--- config.mk ---
export PLATFORM = sky130hd
export DESIGN_NAME = video_mixer
export DESIGN_NICKNAME = d
export VERILOG_FILES = /design/src/rtl/video_mixer.sv
export SDC_FILE = /design/constraint.sdc
export NUM_CORES = 1
export LEC_CHECK = 0
export ABC_AREA = 1
export CAP_MARGIN = 20
export CORE_ASPECT_RATIO = 1.25
export CORE_MARGIN = 1.5
export CORE_UTILIZATION = 25
export CTS_BUF_LIST = sky130_fd_sc_hd__clkbuf_8 sky130_fd_sc_hd__clkbuf_16
export CTS_CLUSTER_SIZE = 16
export DETAILED_ROUTE_END_ITERATION = 7
export DONT_BUFFER_PORTS = 1
export SLEW_MARGIN = 5
export SYNTH_ARGS = -nofsm -noshare
export SYNTH_HDL_FRONTEND = slang
export SYNTH_SLANG_ARGS = --single-unit
--- constraint.sdc ---
create_clock -name clk -period 1 [get_ports clk]
set_clock_uncertainty 0.05 [all_clocks]
set_input_delay 0.1 -clock clk [delete_from_list [all_inputs] [get_ports clk]]
set_output_delay 0.1 -clock clk [all_outputs]
set_load 0.01 [all_outputs]
--- src/rtl/video_mixer.sv ---
// Pixel mixer: sprite-over-tile priority select, palette bank latch, palette ROM lookup and
// registered RGB 3-3-2 output with blank/sync delayed to match the ROM latency.
module video_mixer #(
    parameter int unsigned PIX_PHASE  = 0,
    parameter int unsigned CAP_PHASE  = 2,
    parameter bit          PAL_INVERT = 1'b1,
    parameter bit          BANK_SYNC  = 1'b1
) (
    input  logic       clk,
    input  logic       rst,
    input  logic [2:0] phi,
    input  logic [1:0] tile_vid,
    input  logic [3:0] tile_col,
    input  logic [1:0] obj_vid,
    input  logic [3:0] obj_col,
    input  logic       cmpblk2,
    input  logic       vblk,
    input  logic       hsync_in,
    input  logic       vsync_in,
    input  logic       bank_wr,
    input  logic       bank_sel,
    input  logic       bank_din,
    output logic [7:0] pal_addr,
    input  logic [7:0] pal_data,
    output logic [2:0] rgb_r,
    output logic [2:0] rgb_g,
    output logic [1:0] rgb_b,
    output logic       hsync,
    output logic       vsync,
    output logic       blank
);

    logic       strobe_a;
    logic       strobe_b;
    logic [1:0] pending_bank;
    logic [1:0] pending_next;
    logic [1:0] active_bank;
    logic       vblk_d;
    logic       vblk_rise;
    logic [5:0] sel;
    logic [7:0] pal_d;
    logic [7:0] mix_addr;
    logic       blank_a;
    logic       hs_a;
    logic       vs_a;

    assign strobe_a = (phi == 3'(PIX_PHASE));
    assign strobe_b = (phi == 3'(CAP_PHASE));
    assign pal_addr = mix_addr;

    always_comb begin
        pending_next = pending_bank;
        if (bank_wr) begin
            pending_next[bank_sel] = bank_din;
        end
        vblk_rise = vblk & ~vblk_d;
        // A non-transparent sprite always covers the tile layer.
        sel   = (obj_vid != 2'd0) ? {obj_col, obj_vid} : {tile_col, tile_vid};
        pal_d = PAL_INVERT ? ~pal_data : pal_data;
    end

    always_ff @(posedge clk) begin
        if (rst) begin
            pending_bank <= 2'd0;
            active_bank  <= 2'd0;
            vblk_d       <= 1'b0;
            mix_addr     <= 8'd0;
            // Stage A resets to a blanked pixel so no stale colour leaks out after reset.
            blank_a      <= 1'b1;
            hs_a         <= 1'b1;
            vs_a         <= 1'b1;
            rgb_r        <= 3'd0;
            rgb_g        <= 3'd0;
            rgb_b        <= 2'd0;
            blank        <= 1'b1;
            hsync        <= 1'b1;
            vsync        <= 1'b1;
        end else begin
            pending_bank <= pending_next;
            vblk_d       <= vblk;
            if (BANK_SYNC) begin
                if (vblk_rise) begin
                    active_bank <= pending_next;
                end
            end else begin
                active_bank <= pending_next;
            end

            if (strobe_a) begin
                mix_addr <= {active_bank, sel};
                blank_a  <= cmpblk2;
                hs_a     <= hsync_in;
                vs_a     <= vsync_in;
            end

            if (strobe_b) begin
                if (blank_a) begin
                    rgb_r <= 3'd0;
                    rgb_g <= 3'd0;
                    rgb_b <= 2'd0;
                end else begin
                    rgb_r <= pal_d[7:5];
                    rgb_g <= pal_d[4:2];
                    rgb_b <= pal_d[1:0];
                end
                blank <= blank_a;
                hsync <= hs_a;
                vsync <= vs_a;
            end
        end
    end

endmodule

# After elaboration in Yosys (flattened, before gate mapping)
# Index checks and enable logic that the tools add are counted.
[totals] register_bits=27 latch_bits=0 ramBits=0 rom_bits=0 input_bits=32 output_inout_bits=19 wordCells=30 memories=0
[op_classes] addsub=0 multipliers=0 div_mod_pow=0 magnitude_cmp=2 eq_ne=1 n_shift=0 mux=8 bitwise_logic=3 reduce_logical=3
[op_table] op="8-bit inverter" count=1
[op_table] op="3-bit two-way mux" count=2
[op_table] op="6-bit two-way mux" count=1
[op_table] op="2-bit two-way mux" count=2
[op_table] op="3-bit by 2-bit equality test with 1-bit output (second input constant)" count=1
[op_table] op="3-bit logical NOT" count=1
[op_table] op="2-bit bitwise mux" count=1
[op_table] op="1-bit by 2-bit < comparator with 1-bit output (second input constant)" count=1
[op_table] op="2-bit nonzero test" count=1
[op_table] op="1-bit bitwise AND" count=1
[op_table] op="1-bit demux with 1-bit select" count=1
[op_table] op="1-bit greater-or-equal comparator (second input constant)" count=1
[op_table] op="1-bit logical AND" count=1
[op_table] op="1-bit two-way mux" count=1
[op_table] op="1-bit inverter" count=1

# Logic depth before layout (Yosys ltp)
[depth] word_depth=6 mapped_depth=7 ltp_nobuf=6

# Least setup slack after synthesis
# Ideal clock, no wire load.
[synth_timing] path_type="register to register" start="register blank_a" end="register rgb_g[1]" t_arrival_ns=0.674 t_required_ns=0.884 path_slack_ns=0.210 stages_incl_launch_ff=5 path_buffers=1 synth_period_minus_slack_ns=0.790 cell_sequence="dfxtp_1 buf_2 nor2_1 nand2_1 a21oi_2"
[synth_via] elab_chain_len=1
[synth_lines] item="start, declared" line="43" rtl="logic blank_a;"
[synth_lines] item="start signal, assigned" line="91" rtl="blank_a <= cmpblk2;"
[synth_lines] item="3-bit two-way mux" line="97" rtl="if (blank_a) begin"
[synth_lines] item="end signal, assigned" line="103" rtl="rgb_g <= pal_d[4:2];"
[synth_lines] item="end, declared" line="26" rtl="output logic [2:0] rgb_g,"
# Every way passes these cells.
# A chain may end at the register's enable or synchronous reset.

# Worst setup path after layout
[layout_timing] start="input phi[1]" end="register rgb_r[2]"
[layout_via] elab_chain_len=1
[layout_lines] item="start, declared" line="11" rtl="input logic [2:0] phi,"
[layout_lines] item="3-bit by 2-bit equality test with 1-bit output" line="48" rtl="assign strobe_b = (phi == 3'(CAP_PHASE));"
[layout_lines] item="end signal, assigned" line="102" rtl="rgb_r <= pal_d[7:5];"
[layout_lines] item="end, declared" line="25" rtl="output logic [2:0] rgb_r,"
# Every way passes these cells.

==> metrics.md <==
| Metric | Value |
|---|---|
| Clk buf depth | `2` |
| Synth Instances | `160` |
| Startpoint types | `input pin` |
| RR Startpoint | `blank_a` |
| Normalized max-slew margin | `75.1%` |
| Origin of the worst min-delay path | `rst` |
| Largest net degree at the start of global routing | `19` |
| Worst-skew pair later-pin latency | `~0.27 ns` |
| Clock Power Share | `around a third` |
| GRT Total Usage | `11.1%` |
| Site Rows | `27` |
| R2R Setup Slk | `between 0.1 and 0.15 ns` |
| Worst Reg-to-Reg Cells | `3` |
| Antenna viol nets, final | `0` |
| H-tree level count | `1` |
| Design Power | `1980 uW` |
| Drt total wl | `2550 um` |
| MaxCap Viol Count | `0` |
| Register area share after synthesis | `47.4%` |
| Hold Path End | `rgb_g[0]` |
| Leak pwr | `slightly below 0.0006 uW` |
| GR Util met1 | `13.3%` |
| Finish-stage setup viols | `0` |
| Unique masters post-synth | `16` |
| Chip height | `between 70 and 80 um` |
| FF-to-FF End | `rgb_r[2]` |
| Top post-synthesis cells by area | `dfxtp_1, nand2_1, nor2_1` |
| Crit path DAT | `1.12 ns` |
| Clock Sinks | `27` |
| Total net switching power | `around 490 uW` |
| Initial DRC count | `34` |
| Syn nets | `192` |
| Per-cell routed wire length | `11.1 um` |
| Crit-path cells | `dlygate4sd3_1 > nand2_2 > buf_6 > nand2_1 > a21oi_2` |
| Max Fanout on Critical Path | `9` |
| Die W | `63.4 um` |
| Final Hold Viols | `16` |
| RSZ-0062 raised after global routing | `true` |
| Worst hold path type | `in -> reg` |
| Yosys reg bits | `27` |
| Kind of critical path | `in -> reg` |
| Logic pwr share | `9.4%` |
| Critical-path top delay cell | `dlygate4sd3_1` |
| Internal | `1490 uW` |
| Worst Max-Slew Pin Slew | `0.372 ns` |
| Min Tclk post-route | `0.957 ns` |
| # diodes | `0` |
| # port buffers | `0` |
| Layout area overhead | `19.1%` |
| Seq pwr share | `58.5%` |
| Setup ws final | `0.0433 ns` |
| Via-to-Cell Ratio | `4.17` |
| DR pass1 iterations | `4` |
| Hold Crit Depth | `1` |
| Synthesized area per cell | `7.12 um^2` |
| Total die area | `0.00498 mm^2` |
| GRT busiest layer | `met2` |
| Vias in the first global route | `918` |
| Yosys top cell area share | `47.4%` |
| Global route overflow | `0` |
| Core box area | `0.00439 mm^2` |
| Setup WS pre-CTS | `0.0654 ns` |
| Sw Ratio | `24.6%` |
| Synth warn | `0` |
| Finished Core Util | `30.9%` |
| Worst path bufs/invs | `2` |
| Crit end category | `register` |
| Clock root cell | `clkbuf_8` |
| Pwr Density | `1460 mW/mm^2` |
| Met3 Use GR | `approximately 1.9%` |
| Layout cells sized above 1 | `13.4%` |
| Final Slew Violations | `0` |
| Min Hold Slack | `-0.177 ns` |
| CTS tree | `done` |
| Failing checks | `negative hold slack` |
| Status | `complete, but fails checks` |
| Fmax achieved | `1050 MHz` |
| Crit. path cell count | `5` |
| CP delay by family, top | `buffers and inverters` |
| Grt met2 use | `18.8%` |
| Nets | `205` |
| Via count | `960` |
| Crit share post-route | `95.7%` |
| Antenna violations before repair | `0` |
| Critical Path RT | `approximately 1.2 ns` |
| Peak VDD IR | `397 uV` |
| Post-synth top area cell | `dfxtp_1` |
| First-pass GRT wire length | `4310 um` |
| Number of CTS-inserted buffers | `3` |
| GPL Wtd Cong | `0.662` |
| Max stage delay on crit path | `between 0.5 and 0.6 ns` |
| DRC | `0` |
| Cell Area, Synth | `0.00114 mm^2` |
| Clk slew on worst S/H paths | `0.09 ns` |
| Top Ports | `51` |
| Initial Util | `26.0%` |
| Dpl hpwl | `1850 um` |
-- repair_timing --
item	in CTS	in global routing
setup buffers	0	1
gates resized for setup	0	3
endpoints found under the setup margin	0	10
hold buffers	9	2
hold endpoints to repair	26	22
-- worst max-delay path by stage --
stage | startpoint | endpoint | slack [ns]
2_1_floorplan | blank_a | rgb_g[1] | 0.21
3_3_place_gp | phi[0] | pal_addr[7] | 0.06
3_5_place_dp | phi[0] | pal_addr[7] | 0.07
4_1_cts | phi[1] | rgb_r[2] | 0.01
5_1_grt | phi[1] | rgb_r[0] | -0.001
6_report | phi[1] | rgb_r[2] | 0.04
-- state kept, by name, summed over array words and instances, names as in the netlist, 2 cells and up --
name and flops:
active_bank 2, rgb_g 3, pal_addr 8, rgb_b 2, pending_bank 2, rgb_r 3
-- metal layers --
layer / up-vias / routed length [um]
li1: 514 / -
met1: 409 / 1110
met2: 32 / 1250
met3: 5 / 135
met4: 0 / 58
met5: - / 0
-- area by class of cell --
| type | instances | area (um^2) |
|---|---|---|
| clock inverters | 1 | 7.51 |
| flip-flops and latches | 27 | 541 |
| clock buffers | 3 | 41.3 |
| inverters | 18 | 70.1 |
| multi-input cells | 108 | 484 |
| well taps | 58 | 72.6 |
| repair buffers | 15 | 141 |
| fillers | 499 | 3030 |
-- power by group through the flow --
stage | Clock (uW) | Combinational (uW) | Sequential (uW)
global route | 720 | 219 | 1160
floorplan | 0 | 143 | 1170
detailed placement | 0 | 150 | 1180
global placement | 0 | 148 | 1180
finish | 635 | 186 | 1160
CTS | 673 | 180 | 1160
-- cells in the final DEF, fill, tap and decap left out, types with 3 or more instances in the layout --
cell type | netlist | final
inv_1 | 15 | 15
dfxtp_1 | 27 | 27
o21ai_0 | 3 | 3
nand2_1 | 56 | 55
a21oi_2 | 7 | 7
dlygate4sd3_1 | 0 | 10
a21oi_1 | 9 | 9
nor2_1 | 17 | 17
nand3_1 | 10 | 10
clkbuf_8 | 0 | 3
buf_4 | 1 | 4
-- cell families (layout without fill, tap and decap cells) --
family / Yosys count / count (layout) / synth area share [%]
and+or+nand+nor: 87 / 87 / 30.7
DFF: 27 / 27 / 47.4
buffers and inverters: 25 / 37 / 10.3
AOI/OAI and AO/OA: 21 / 21 / 11.5
-- stage by stage --
step,TNS [ns],cells,area (um^2)
final,0,230,1360
after floorplan,0,160,1140
after global placement,0,215,1190
after CTS,0,228,1330
after detailed placement,0,215,1190
after global routing,-0.00258,230,1360
-- synthesized netlist by cell type --
library cell / instances
nand2_1: 56
dfxtp_1: 27
nor2_1: 17
inv_1: 15
nand3_1: 10
a21oi_1: 9
a21oi_2: 7
buf_2: 4
inv_2: 3
o21ai_0: 3
buf_6: 2
nor2_2: 2
o21ai_1: 2
buf_4: 1
nand2_2: 1
nand3b_1: 1
Power figures use the tool's default switching activity.
